[src/rtl/mips_cpu_pc_seq_if.sv]
// Fetch-control bundle between decode/branch resolution (master) and the PC sequencer (slave).
interface mips_cpu_pc_seq_if #(
    parameter int WIDTH = 32
);
    logic             stall;
    logic             redirect_valid;
    logic [WIDTH-1:0] redirect_target;
    logic             exc_valid;
    logic [WIDTH-1:0] pc_out;
    logic [WIDTH-1:0] npc_out;
    logic             in_delay_slot;
    logic             active;
    logic             fault;

    modport master (
        output stall, redirect_valid, redirect_target, exc_valid,
        input  pc_out, npc_out, in_delay_slot, active, fault
    );

    modport slave (
        input  stall, redirect_valid, redirect_target, exc_valid,
        output pc_out, npc_out, in_delay_slot, active, fault
    );
endinterface

[src/rtl/mips_cpu_pc_seq.sv]
// PC/NPC sequencer for the MIPS fetch stage: delay slot, stall hold,
// exception vectoring and halt when fetch reaches address zero.
module mips_cpu_pc_seq #(
    parameter int               WIDTH        = 32,
    parameter logic [WIDTH-1:0] RESET_VECTOR = 32'hBFC00000,
    parameter logic [WIDTH-1:0] EXC_VECTOR   = 32'hBFC00380,
    parameter int               INSTR_BYTES  = 4
) (
    input  logic                clk,
    input  logic                rst,
    mips_cpu_pc_seq_if.slave    bus
);
    localparam logic [WIDTH-1:0] STEP = WIDTH'(INSTR_BYTES);
    localparam logic [WIDTH-1:0] ZERO = {WIDTH{1'b0}};

    typedef enum logic [1:0] {
        ST_RUN    = 2'd0,
        ST_DELAY  = 2'd1,
        ST_HALTED = 2'd2
    } state_t;

    function automatic logic is_aligned(input logic [WIDTH-1:0] addr);
        return (addr[1:0] == 2'b00);
    endfunction

    state_t           state_q, state_d;
    logic [WIDTH-1:0] pc_q, pc_d;
    logic [WIDTH-1:0] npc_q, npc_d;
    logic             ds_q, ds_d;
    logic             active_q, active_d;
    logic             fault_q, fault_d;
    logic             load_s;

    // Next-state and output logic; priority HALTED > exception > stall > redirect > sequential.
    always_comb begin
        state_d  = state_q;
        pc_d     = pc_q;
        npc_d    = npc_q;
        ds_d     = ds_q;
        active_d = active_q;
        fault_d  = fault_q;
        load_s   = 1'b0;
        case (state_q)
            ST_HALTED: begin
                active_d = 1'b0;
            end
            ST_RUN, ST_DELAY: begin
                if (bus.exc_valid) begin
                    pc_d    = EXC_VECTOR;
                    npc_d   = EXC_VECTOR + STEP;
                    state_d = ST_RUN;
                    ds_d    = 1'b0;
                    load_s  = 1'b1;
                end else if (bus.stall) begin
                    load_s = 1'b0;
                end else if (state_q == ST_DELAY) begin
                    // A branch sitting in the delay slot is not architecturally legal.
                    if (bus.redirect_valid) begin
                        fault_d = 1'b1;
                    end else begin
                        fault_d = fault_q;
                    end
                    pc_d    = npc_q;
                    npc_d   = npc_q + STEP;
                    state_d = ST_RUN;
                    ds_d    = 1'b0;
                    load_s  = 1'b1;
                end else if (bus.redirect_valid && is_aligned(bus.redirect_target)) begin
                    pc_d    = npc_q;
                    npc_d   = bus.redirect_target;
                    state_d = ST_DELAY;
                    ds_d    = 1'b1;
                    load_s  = 1'b1;
                end else begin
                    if (bus.redirect_valid) begin
                        fault_d = 1'b1;
                    end else begin
                        fault_d = fault_q;
                    end
                    pc_d   = npc_q;
                    npc_d  = npc_q + STEP;
                    load_s = 1'b1;
                end
            end
            default: begin
                state_d  = ST_HALTED;
                active_d = 1'b0;
                fault_d  = 1'b1;
            end
        endcase

        // Fetching address zero stops the core on the very edge that loads it.
        if (load_s && (pc_d == ZERO)) begin
            state_d  = ST_HALTED;
            active_d = 1'b0;
        end else begin
            active_d = active_d;
        end
    end

    // State and registered outputs, asynchronously reset.
    always_ff @(posedge clk or posedge rst) begin
        if (rst) begin
            state_q  <= ST_RUN;
            pc_q     <= RESET_VECTOR;
            npc_q    <= RESET_VECTOR + STEP;
            ds_q     <= 1'b0;
            active_q <= 1'b1;
            fault_q  <= 1'b0;
        end else begin
            state_q  <= state_d;
            pc_q     <= pc_d;
            npc_q    <= npc_d;
            ds_q     <= ds_d;
            active_q <= active_d;
            fault_q  <= fault_d;
        end
    end

    assign bus.pc_out        = pc_q;
    assign bus.npc_out       = npc_q;
    assign bus.in_delay_slot = ds_q;
    assign bus.active        = active_q;
    assign bus.fault         = fault_q;
endmodule

[src/flat_wrapper.sv]
// flat-port wrapper written by rule: the top's interface ports become plain ports
module mips_cpu_pc_seq_flat 
#(
    parameter int               WIDTH        = 32,
    parameter logic [WIDTH-1:0] RESET_VECTOR = 32'hBFC00000,
    parameter logic [WIDTH-1:0] EXC_VECTOR   = 32'hBFC00380,
    parameter int               INSTR_BYTES  = 4
)
  (clk, rst, bus_stall, bus_redirect_valid, bus_redirect_target, bus_exc_valid, bus_pc_out, bus_npc_out, bus_in_delay_slot, bus_active, bus_fault);
  mips_cpu_pc_seq_if #(.WIDTH(WIDTH)) bus_i ();
  input  logic clk;
  input  logic rst;
  input wire logic [$bits(bus_i.stall)-1:0] bus_stall;
  input wire logic [$bits(bus_i.redirect_valid)-1:0] bus_redirect_valid;
  input wire logic [$bits(bus_i.redirect_target)-1:0] bus_redirect_target;
  input wire logic [$bits(bus_i.exc_valid)-1:0] bus_exc_valid;
  output wire logic [$bits(bus_i.pc_out)-1:0] bus_pc_out;
  output wire logic [$bits(bus_i.npc_out)-1:0] bus_npc_out;
  output wire logic [$bits(bus_i.in_delay_slot)-1:0] bus_in_delay_slot;
  output wire logic [$bits(bus_i.active)-1:0] bus_active;
  output wire logic [$bits(bus_i.fault)-1:0] bus_fault;
  assign bus_i.stall = bus_stall;
  assign bus_i.redirect_valid = bus_redirect_valid;
  assign bus_i.redirect_target = bus_redirect_target;
  assign bus_i.exc_valid = bus_exc_valid;
  assign bus_pc_out = bus_i.pc_out;
  assign bus_npc_out = bus_i.npc_out;
  assign bus_in_delay_slot = bus_i.in_delay_slot;
  assign bus_active = bus_i.active;
  assign bus_fault = bus_i.fault;
  mips_cpu_pc_seq #(.WIDTH(WIDTH), .RESET_VECTOR(RESET_VECTOR), .EXC_VECTOR(EXC_VECTOR), .INSTR_BYTES(INSTR_BYTES)) u_core (.clk(clk), .rst(rst), .bus(bus_i));
endmodule
[config.mk]
export PLATFORM = sky130hd
export DESIGN_NAME = mips_cpu_pc_seq_flat
export DESIGN_NICKNAME = d
export VERILOG_FILES = /design/src/rtl/mips_cpu_pc_seq_if.sv /design/src/rtl/mips_cpu_pc_seq.sv /design/src/flat_wrapper.sv
export SDC_FILE = /design/constraint.sdc
export NUM_CORES = 1
export LEC_CHECK = 0
export ABC_AREA = 1
export ABC_CLOCK_PERIOD_IN_PS = 2700
export BUFFER_PORTS_ARGS = -buffer_cell sky130_fd_sc_hd__buf_2
export CORE_UTILIZATION = 54
export DETAILED_ROUTE_END_ITERATION = 8
export GPL_TIMING_DRIVEN = 1
export PLACE_DENSITY_LB_ADDON = 0.08
export SLEW_MARGIN = 15
export SYNTH_ARGS = -nofsm -noshare
export SYNTH_HDL_FRONTEND = slang
export SYNTH_SLANG_ARGS = --single-unit
[constraint.sdc]
create_clock -name clk -period 2.7 [get_ports clk]
set_clock_uncertainty 0.15 [all_clocks]
set_input_delay 0.135 -clock clk [delete_from_list [all_inputs] [get_ports clk]]
set_output_delay 0.135 -clock clk [all_outputs]
set_load 0.005 [all_outputs]
== Yosys cells after proc, flatten, opt, wreduce, memory -nomap -nowiden ==
Cells that the tools add are included.

* Bits in registers: 69
* Output and inout bits: 67
* Word-level logic and storage cells: 57

* $add $sub $neg: 1
* Equal/unequal tests: 10
* Multiplexer cells: 28
* Bitwise gates (word level): 1
* Reductions and logical operators: 11

{| class="wikitable"
|+ Operator list
! operator !! count
|-
| $mux W32 || 7
|-
| $add A32 B3 Y32 const B || 1
|-
| $logic_not A32 Y1 || 1
|-
| $mux W1 || 14
|-
| $mux W2 || 5
|-
| $ne A2 B1 Y1 const B || 3
|-
| $reduce_and A3 Y1 || 2
|-
| $ne A5 B2 Y1 const B || 1
|-
| $logic_not A2 Y1 || 2
|-
| $ne A2 B2 Y1 const B || 2
|-
| $ne A4 B3 Y1 const B || 1
|-
| $pmux W2 S2 || 1
|-
| $reduce_and A4 Y1 || 1
|-
| $ne A3 B2 Y1 const B || 1
|-
| $reduce_bool A3 Y1 || 1
|-
| $eq A2 B1 Y1 const B || 1
|-
| $eq A2 B2 Y1 const B || 1
|-
| $logic_and A1 B1 Y1 || 2
|-
| $pmux W1 S2 || 1
|-
| $reduce_and A2 Y1 || 1
|-
| $reduce_or A2 Y1 || 1
|-
| $not A1 Y1 || 1
|}

== Logic depth before layout (Yosys ltp) ==
* Depth in word-level cells: 8
* Mapped depth: 13
* Mapped depth without buffers: 11

== Worst setup path after synthesis ==
Ideal clock, no wire load.

* Path kind: reg2reg
* From: register u_core.npc_q[2], in the netlist u_core.bus.npc_out[2]
* To: register u_core.npc_q[18], in the netlist u_core.bus.npc_out[18]
* Library setup time: 0.116 ns
* Arrival: 1.562 ns
* Data required time: 2.434 ns
* Path slack: 0.871 ns
* Cell stages (with the launch flop): 12
* Period minus slack after synthesis: 1.829 ns
* Cell sequence: dfstp_2 > ha_1 > nand2_2 > nor2_2 > nand2_2 > nor3_2 > buf_4 > nand3_1 > nand2_1 > nand2_1 > nand2_1 > nand2_1

* Word-level cells in the longest chain between the ends: 5

{| class="wikitable"
|+ Ends and longest elaborated chain
! item !! line !! text
|-
| from (decl) || mips_cpu_pc_seq.sv:28 || <nowiki>logic [WIDTH-1:0] npc_q, npc_d;</nowiki>
|-
| from (signal assigned) || mips_cpu_pc_seq.sv:106 || <nowiki>npc_q <= RESET_VECTOR + STEP;</nowiki>
|-
| from (signal assigned) || mips_cpu_pc_seq.sv:113 || <nowiki>npc_q <= npc_d;</nowiki>
|-
| $add A32 B3 Y32 * || mips_cpu_pc_seq.sv:64, mips_cpu_pc_seq.sv:81 ||
|-
| $mux W32 || mips_cpu_pc_seq.sv:68 || <nowiki>end else if (bus.redirect_valid && is_aligned(bus.redirect_target)) begin</nowiki>
|-
| $mux W32 * || mips_cpu_pc_seq.sv:56 || <nowiki>end else if (state_q == ST_DELAY) begin</nowiki>
|-
| $mux W32 * || mips_cpu_pc_seq.sv:54 || <nowiki>end else if (bus.stall) begin</nowiki>
|-
| $mux W32 * || mips_cpu_pc_seq.sv:48 || <nowiki>if (bus.exc_valid) begin</nowiki>
|}

Every way passes the cells marked *; elsewhere a longest branch is shown, timed or not. The select of a mux whose other input is x is not followed.
A chain may end at the register's enable or synchronous reset.

== Final worst setup path ==
Same ends and word-level chain as after synthesis.

==> out/results.ini <==
[routing]
wl_mm = 12.6
vias = 4603
ant_nets = 0
drcViolationCount = 0
viasPerCell = 5.26
wl_per_cell_um = 14.4
drt_iter0_drc = 249
first_pass_iters = 5

[global_route]
antenna_found_initial = 0
grt_pass1_wl_mm = 20.6
grt_max_degree = 35
grt-ovfl-total = 0
track_usage_pct = 31.6
grt_pass1_vias = 4450

[layout]
fin_nets = 806
drive_gt1_share_pct = 22.6
fillers = 712
antenna_cells = 0
layout-area-overhead-vs-synth_pct = 25.1
stdcell_count = 875

[logic_synthesis]
synth_common_cells = 233 x nand2_1, 78 x nor2_1, 71 x inv_1, 53 x nand3_1, 49 x dfrtp_1
syn-instance-count = 637
synth_area_per_cell_um2 = 6.77
netlist.area_leader.share_pct = 28.4
ys.flop_type = dfrtp_1
seq_area_frac_synth_pct = 40.6
synth.ff_latch_count = 69
synth_edf_count = 0
syn_area_um2 = 4310
synthTopCellsByArea = dfrtp_1 28%, nand2_1 20%, dfstp_2 12%
ys_types = 35
yosys_warnings = 0
synth.most_common_cell = nand2_1
async_flop_share_pct = 100
yosysTopAreaCell = dfrtp_1
syn-num-nets = 675

[clock_network]
clock_latency_ns = 0.35
cts.sinks = 69
cts_buffers = 9
cts_tree = yes
htreeDepth = 3
cts_max_path_buffers = 2
cts.clk_slew.worst_paths_ns = 0.08
postCtsSetupRepairBufs = 0
ctsRootBufferMaster = clkbuf_8

[hold_path]
hp-class = in -> reg

[setup_path]
critPathMaxFanout = 11
crit_arrival_ns = 2.33
cp_data_required_time_ns = 2.80
crit_path_end_kind = register
path_class = reg -> reg
start_kind = register

[timing]
setup_slack_ns = 0.465
fin_tns_setup_ns = 0
tightest_slew_ns = 0.676
max-slew-margin-rel_pct = 54.8
rsz0062_at_grt = no
fmax_mhz = 447
fin_crit_ns = 2.23
maxSlewViolCount = 0
holdWs_ns = 0.00955
final-hold-violation-count = 0
setup_viol = 0
fin_crit_sh_pct = 82.8

[die]
die_x_um = 91.4
io_pins = 104
core_um2 = 7730
dieArea_um2 = 8350
rows = 32
start_util_pct = 55.8
die_h_um = 91.4

[power_and_ir_drop]
power.total_mw = 2.14
powerDensity_nw_per_um2 = 397
peakVddDrop_mv = 0.253
p_leak_nw = 2.89

[place]
dp_worst_setup_slack_ns = 0.481
place.gp.congestion = 0.856
dp_hpwl_mm = 8.89
numPortBuffers = 103
placed_cells = 829

[job]
maxCapViolations = 0

[run_status]
status = completed

sequential cells by signal, indices dropped and copies added, names as in the netlist:
register,flops
u_core.bus.fault,1
u_core.bus.pc_out,32
u_core.bus.active,1
u_core.bus.npc_out,32
u_core.bus.in_delay_slot,1
u_core.state_q,2
final cells by class:
cell class	count	area (um2)	share of cell area, %
flip-flops and latches	69	1750	32.5
multi-input cells	470	2120	39.3
well taps	102	128	2.37
clock inverters	5	82.6	1.53
clock buffers	11	141	2.62
inverters	75	282	5.22
repair buffers	143	891	16.5
timing repair:
item | 4_1_cts | 5_1_grt
hold endpoints to repair | 51 | 0
resized for setup | 0 | 0
hold buffers | 30 | 0
endpoints found under the setup margin | 0 | 0
worst paths after layout:
kind                                          from                     end  slack (ns)  depth (start not counted)
max in group asynchronous                      rst       u_core.bus.active        1.31                          4
min in group asynchronous                      rst  u_core.bus.npc_out[11]        0.28                          3
setup / recovery             u_core.bus.npc_out[2]  u_core.bus.npc_out[18]        0.47                         10
hold reg to reg                  u_core.bus.active       u_core.bus.active        0.33                          2
setup reg to reg             u_core.bus.npc_out[2]  u_core.bus.npc_out[18]        0.47                         10
hold / removal             bus_redirect_target[19]  u_core.bus.npc_out[19]        0.01                          5
layout by cell type, fill, tap and decap left out, drive strengths merged:
| cell type | count |
|---|---|
| nand2 | 237 |
| buf | 113 |
| nor2 | 84 |
| inv | 76 |
| nand3 | 54 |
| dfrtp | 49 |
| dlygate4sd3 | 30 |
| a21oi | 23 |
| dfstp | 20 |
| o21ai | 20 |
| or2 | 11 |
| clkbuf | 11 |
| o211ai | 7 |
| xor2 | 6 |
| a22oi | 6 |
| nand4 | 6 |
| o22ai | 4 |
| nand3b | 4 |
| nor3 | 4 |
| bufinv | 2 |
| clkinv | 2 |
| o21a | 1 |
| a32o | 1 |
| mux2i | 1 |
| ha | 1 |
kinds of logic (layout without fill, tap and decap cells):
family                     Yosys count  after routing  share of synthesized area [%]
and+or+nand+nor                    400            400                           39.1
buffers and inverters               98            234                           10.3
DFF                                 69             69                           40.6
AOI/OAI and AO/OA                   62             62                           8.24
xor gates and xnor gates             6              6                           1.22
adders and majority gates            1              1                          0.290
muxes                                1              1                          0.232
report_power, final:
| part | internal [mW] | switching [mW] | leakage (nW) |
|---|---|---|---|
| sequential | 1.03 | 0 | 0.756 |
| clock | 0.549 | 0.424 | 0.114 |
| combinational | 0.0595 | 0.0741 | 2.02 |
| total | 1.64 | 0.498 | 2.89 |
per-layer routing:
layer | share of wire [%] | routed length (um) | vias to the layer above | track usage (%)
met1 | 44 | 5510 | 2108 | 40.6
met5 | 0 | 0 | - | 0
met2 | 47 | 5880 | 213 | 51.4
met3 | 7.6 | 960 | 27 | 6.62
li1 | - | - | 2255 | -
met4 | 2.3 | 285 | 0 | 13.9
through the flow:
step	utilization, %	instance area [um2]
finish	69.8	5390
global route	69.8	5390
CTS	69.8	5390
detailed placement	63.0	4870
global placement	63.0	4870
floorplan	-	4310
critical path, stage by stage (launching register included):
cell	delay (ns)
dfstp_2	0.57
ha_1	0.19
nand2_2	0.08
nor2_2	0.15
nand2_2	0.10
nor3_2	0.49
nand3_1	0.14
nand2_1	0.10
nand2_1	0.05
nand2_1	0.05
nand2_1	0.04
Note: power is estimated with default switching activity, not from simulation.
